### src/rtl/count_sampler.sv
`timescale 1ns/1ps
`default_nettype none
// ============================================================================
// Module      : count_sampler
// Description : Captures snapshots of an upstream free-running counter into a
//               first-word-fall-through FIFO on each capture event.
//               Each entry is {wrap, count}. The wrap bit records whether the
//               counter rolled over since the previous accepted sample.
//               A wrap seen while a capture is dropped is carried to the next
//               accepted sample.
// Ports       : clk      - clock, rising edge
//               rst      - asynchronous active-low reset
//               count    - upstream counter value [WIDTH-1:0]
//               trig     - capture request
//               m_valid  - FIFO head valid
//               m_ready  - consumer accepts head
//               m_data   - {wrap, count_sample} [WIDTH:0], 0 when empty
//               level    - occupancy [$clog2(DEPTH):0]
//               overflow - sticky, a capture was dropped
//               clr_ovf  - clears overflow (a same-cycle drop wins)
// Config      : COUNT_SAMPLER_LEVEL_TRIG_EN defined -> every cycle with
//               trig=1 is a capture. Undefined (default) -> rising edge of trig.
// Revision    : 1.0 - initial release
// ============================================================================
module count_sampler #(
   parameter int WIDTH = 8,
   parameter int DEPTH = 8
) (
   input  logic                      clk,
   input  logic                      rst,
   input  logic [WIDTH-1:0]          count,
   input  logic                      trig,
   output logic                      m_valid,
   input  logic                      m_ready,
   output logic [WIDTH:0]            m_data,
   output logic [$clog2(DEPTH):0]    level,
   output logic                      overflow,
   input  logic                      clr_ovf
);

   localparam int          AW      = $clog2(DEPTH);
   localparam logic [AW:0] C_DEPTH = (AW+1)'(DEPTH);

   logic [WIDTH-1:0] r_count_q;
   logic             r_wrap_pend;
   logic             r_overflow;
   // One bit wider than the index so that full and empty are distinguishable.
   logic [AW:0]      r_rd_ptr;
   logic [AW:0]      r_wr_ptr;
   logic [WIDTH:0]   r_mem [DEPTH];

   logic             w_wrap_now;
   logic             w_cap;
   logic [AW:0]      w_level;
   logic             w_full;
   logic             w_pop;
   logic             w_push;
   logic             w_drop;

`ifdef COUNT_SAMPLER_LEVEL_TRIG_EN
   assign w_cap = trig;
`else
   logic r_trig_q;

   always_ff @(posedge clk or negedge rst) begin
      if (!rst) begin
         r_trig_q <= 1'b0;
      end else begin
         r_trig_q <= trig;
      end
   end

   assign w_cap = trig & ~r_trig_q;
`endif

   assign w_wrap_now = (r_count_q == '1) && (count == '0);

   assign w_level = r_wr_ptr - r_rd_ptr;
   assign w_full  = (w_level == C_DEPTH);
   assign m_valid = (w_level != '0);
   assign level   = w_level;

   // A pop frees a slot in the same cycle, so a capture on a full FIFO is
   // accepted when the consumer takes the head at that edge.
   assign w_pop  = m_valid & m_ready;
   assign w_push = w_cap & (~w_full | w_pop);
   assign w_drop = w_cap & w_full & ~w_pop;

   assign m_data   = m_valid ? r_mem[r_rd_ptr[AW-1:0]] : '0;
   assign overflow = r_overflow;

   always_ff @(posedge clk or negedge rst) begin
      if (!rst) begin
         r_count_q   <= '0;
         r_wrap_pend <= 1'b0;
         r_overflow  <= 1'b0;
         r_rd_ptr    <= '0;
         r_wr_ptr    <= '0;
      end else begin
         r_count_q <= count;

         if (w_push) begin
            r_wr_ptr    <= r_wr_ptr + 1'b1;
            r_wrap_pend <= 1'b0;
         end else begin
            r_wrap_pend <= r_wrap_pend | w_wrap_now;
         end

         if (w_pop) begin
            r_rd_ptr <= r_rd_ptr + 1'b1;
         end

         // Set has priority over clear.
         if (w_drop) begin
            r_overflow <= 1'b1;
         end else if (clr_ovf) begin
            r_overflow <= 1'b0;
         end
      end
   end

   // Storage needs no reset: reset empties the FIFO through the pointers and
   // m_data is forced to zero while empty.
   always_ff @(posedge clk) begin
      if (w_push) begin
         r_mem[r_wr_ptr[AW-1:0]] <= {r_wrap_pend | w_wrap_now, count};
      end
   end

endmodule
`default_nettype wire

### config.mk
export PLATFORM = sky130hd
export DESIGN_NAME = count_sampler
export DESIGN_NICKNAME = d
export VERILOG_FILES = /design/src/rtl/count_sampler.sv
export SDC_FILE = /design/constraint.sdc
export NUM_CORES = 1
export LEC_CHECK = 0
export ABC_AREA = 1
export CORE_ASPECT_RATIO = 0.7
export CORE_MARGIN = 8
export CORE_UTILIZATION = 24
export CTS_BUF_LIST = sky130_fd_sc_hd__clkbuf_8 sky130_fd_sc_hd__clkbuf_16
export DETAILED_ROUTE_END_ITERATION = 10
export GPL_TIMING_DRIVEN = 1
export HOLD_SLACK_MARGIN = 0.06
export SLEW_MARGIN = 20
export SYNTH_ARGS = -nofsm -noshare
export SYNTH_HDL_FRONTEND = slang
export SYNTH_SLANG_ARGS = --single-unit
### constraint.sdc
create_clock -name clk -period 3.6 [get_ports clk]
set_input_delay 0.72 -clock clk [delete_from_list [all_inputs] [get_ports clk]]
set_output_delay 0.72 -clock clk [all_outputs]
set_load 0.02 [all_outputs]
==> impl_metrics.env <==
export IMPL_cts_buffers=9
export IMPL_clockBufferDepth=2
export IMPL_cpLargestDelayFamily="buffers and inverters"
export IMPL_grt_overflow=0
export IMPL_worstPathRequired_ps=2880
export IMPL_hold_viol=0
export IMPL_cp_end_kind="primary output"
export IMPL_ant_nets=0
export IMPL_synth_area_leader_cell="edfxtp_1"
export IMPL_setup_viol=0
export IMPL_yosysWarnings=0
export IMPL_path_buf_inv=3
export IMPL_p_int_w=0.00251
export IMPL_drt_total_wl_um=8630
export IMPL_pin_count=28
export IMPL_dieArea_sq_mm=0.0204
export IMPL_syn_nets=365
export IMPL_r2r_setup_slack_ps=720
export IMPL_rows=38
export IMPL_slowest_stage="clkdlybuf4s50_1"
export IMPL_yosysSeqAreaShare_pct=68.5
export IMPL_whs_path_depth=2
export IMPL_crit_arrival_ps=2740
export IMPL_place_congestion=0.766
export IMPL_dpl_hpwl_um=5860
export IMPL_combPwrFrac_pct=46.6
export IMPL_layout_common_cells="108 x nand2_1, 72 x edfxtp_1, 52 x nand3_1, 25 x clkdlybuf4s50_1, 21 x a21oi_1"
export IMPL_synth_cell_types=23
export IMPL_crit_type="reg -> out"
export IMPL_r2r_cells=11
export IMPL_antenna_found_initial=0
export IMPL_clock_power_share_pct=22.2
export IMPL_post_cts_buffers=0
export IMPL_drive_gt1_share_pct=9.54
export IMPL_wl_per_cell_um=14.7
export IMPL_area_growth_pct=22.1
export IMPL_fillers=1596
export IMPL_ctsRootBufferMaster="clkbuf_16"
export IMPL_report_final_slew_viol_count=0
export IMPL_via_per_inst=4.29
export IMPL_critPathMaxStageDelay_ps=550
export IMPL_maxSlewHeadroom_pct=39.1
export IMPL_min_period_over_period_pct=96.1
export IMPL_final_common_cell="nand2_1"
export IMPL_core_area_sq_mm=0.0156
export IMPL_ir_drop_mv=0.306
export IMPL_numPortBuffers=27
export IMPL_synth_cells=346
export IMPL_nets=403
export IMPL_seq_area_sq_mm=0.00264
export IMPL_start_util_pct=24.7
export IMPL_skew_ps=11.3
export IMPL_maxCapViolCount=0
export IMPL_synthTopCellsByArea="edfxtp_1 56%, dfrtp_1 12%, nand2_1 11%, nand3_1 6.8%, a21oi_1 2.7%"
export IMPL_first_pass_iters=4
export IMPL_synthDominantCellAreaShare_pct=56.1
export IMPL_crit_chain="inv_1 > ha_1 > inv_1 > fa_1 > nor2_1 > nand3_4 > nor2_4 > nor3_1 > clkdlybuf4s50_1"
export IMPL_seq_power_share_pct=31.2
export IMPL_antenna_cells=0
export IMPL_min_from="r_wr_ptr[3]"
export IMPL_rsz0062_at_grt="no"
export IMPL_grt_pass1_vias=2478
export IMPL_clock_sinks=91
export IMPL_grt_pass1_wl_um=13600
export IMPL_r2r_start="r_wr_ptr[0]"
export IMPL_grt_total_usage_pct=8.48
export IMPL_num_vias=2521
export IMPL_die_w_um=167
export IMPL_p_leak_nw=1.78
export IMPL_dpl_cell_area_sq_mm=0.00439
export IMPL_tns_ps=0
export IMPL_post_place_ws_ps=402
export IMPL_finalInstanceArea_sq_mm=0.00470
export IMPL_drt_initial_drc_count=164
export IMPL_hold_end="r_wr_ptr[3]"
export IMPL_avgSynthCellArea_sq_um=11.1
export IMPL_worstSetupStartpointType="register"
export IMPL_tightest_slew_ps=911
export IMPL_outcome="finished clean"
export IMPL_clk_pin_slew_worst_paths_ps=60
export IMPL_tritoncts="done"
export IMPL_cpMostUsedCell="inv_1"
export IMPL_drc=0
export IMPL_worstSkewPairLatency_ps=340
export IMPL_hold_path_class="reg -> reg"
export IMPL_power_density_mw_per_mm2=897
export IMPL_fmax_mhz=289
export IMPL_h_tree_depth=3
export IMPL_synth_seq_cells=91
export IMPL_fin_ws_ps=140
export IMPL_synth_area_sq_mm=0.00385
export IMPL_worst_path_max_fanout=7
export IMPL_die_h_um=122
export IMPL_multi_input_area_sq_mm=0.00110
export IMPL_finalCriticalPeriod_ps=3460
export IMPL_sw_frac_of_total_pct=40.5
export IMPL_rr_endpoint="r_mem[7][0]"
export IMPL_grt_max_degree=41
export IMPL_power_switching_w=0.00171
==> per-layer routing <==
metal | up-vias | global-route usage (%) | wire, um
met1 | 1214 | 10.8 | 3920
met4 | 0 | 2.17 | 67
met5 | - | 0 | 0
met3 | 7 | 2.10 | 344
li1 | 1265 | - | -
met2 | 35 | 14.3 | 4300
==> worst reg2reg max path: stages, from the launching register on <==
cell	delay, ps
dfrtp_2	450
inv_1	110
ha_1	150
inv_1	60
fa_1	380
inv_1	70
nand2_1	90
nand3_4	160
nor2_4	50
nand3_2	170
nand2_4	120
nor2_1	710
==> how the worst max path moves through the flow <==
stage / startpoint / to / cells past startpoint
floorplan: r_rd_ptr[2] / m_data[0] / 7
global placement: r_wr_ptr[0] / m_data[7] / 9
detailed placement: r_wr_ptr[0] / m_data[3] / 9
CTS: r_wr_ptr[0] / m_data[3] / 9
global route: r_wr_ptr[0] / m_valid / 9
finish: r_wr_ptr[0] / m_data[1] / 9
==> through the flow <==
stage,total power [W],hold slack (ps),utilization [%],cells
floorplan,0.00254,424,-,346
global placement,0.00326,507,28.2,572
detailed placement,0.00329,506,28.2,572
CTS,0.00423,529,30.1,587
global route,0.00447,557,30.2,588
finish,0.00422,523,30.2,588
==> registers in the layout, indices dropped and copies added, names as in the netlist <==
| signal | cells |
|---|---|
| r_count_q | 8 |
| r_trig_q | 1 |
| r_wr_ptr | 4 |
| r_rd_ptr | 4 |
| overflow | 1 |
| r_mem | 72 |
| r_wrap_pend | 1 |
==> area by class of cell <==
type,instances,area share [%]
flip-flops and latches,91,56.1
multi-input cells,228,23.4
repair buffers,38,7.61
well taps,200,5.32
clock buffers,9,4.79
clock inverters,6,1.57
inverters,16,1.28
==> Yosys cell counts <==
cell and n:
edfxtp_1 72, clkbuf_1 1, o21ai_0 1, dfrtp_1 19, fa_1 1, nand2_1 109, a21oi_1 21, buf_2 7
nand3_2 2, nand4_1 2, nand2_4 1, inv_1 13, ha_1 5, buf_1 1, nor2_1 17, nand3_4 1
nor2_4 2, clkinv_1 1, nand3_1 52, xor2_1 4, buf_4 3, nor3_1 9, inv_2 2
==> cell families (layout without fill, tap and decap cells) <==
logic type,Yosys count,count (layout),share of synthesized area (%)
and+or+nand+nor,195,196,22.4
DFF,91,91,68.5
buffers and inverters,28,69,3.25
AOI/OAI and AO/OA,22,22,2.86
adders and majority gates,6,6,2.14
xor gates and xnor gates,4,4,0.909
==> power by group through the flow <==
stage,sequential [W],combinational [W],clock [W]
final,0.00132,0.00197,0.000936
after global routing,0.00133,0.00215,0.000995
after CTS,0.00132,0.00196,0.000951
after detailed placement,0.00134,0.00195,0
after global placement,0.00133,0.00192,0
after floorplan,0.00133,0.00121,0
==> repair_timing <==
| item | 4_1_cts | 5_1_grt |
|---|---|---|
| gates resized for setup | 0 | 4 |
| hold buffers | 0 | 0 |
| setup endpoints to repair | 0 | 9 |
(Power assumes the default switching activity.)
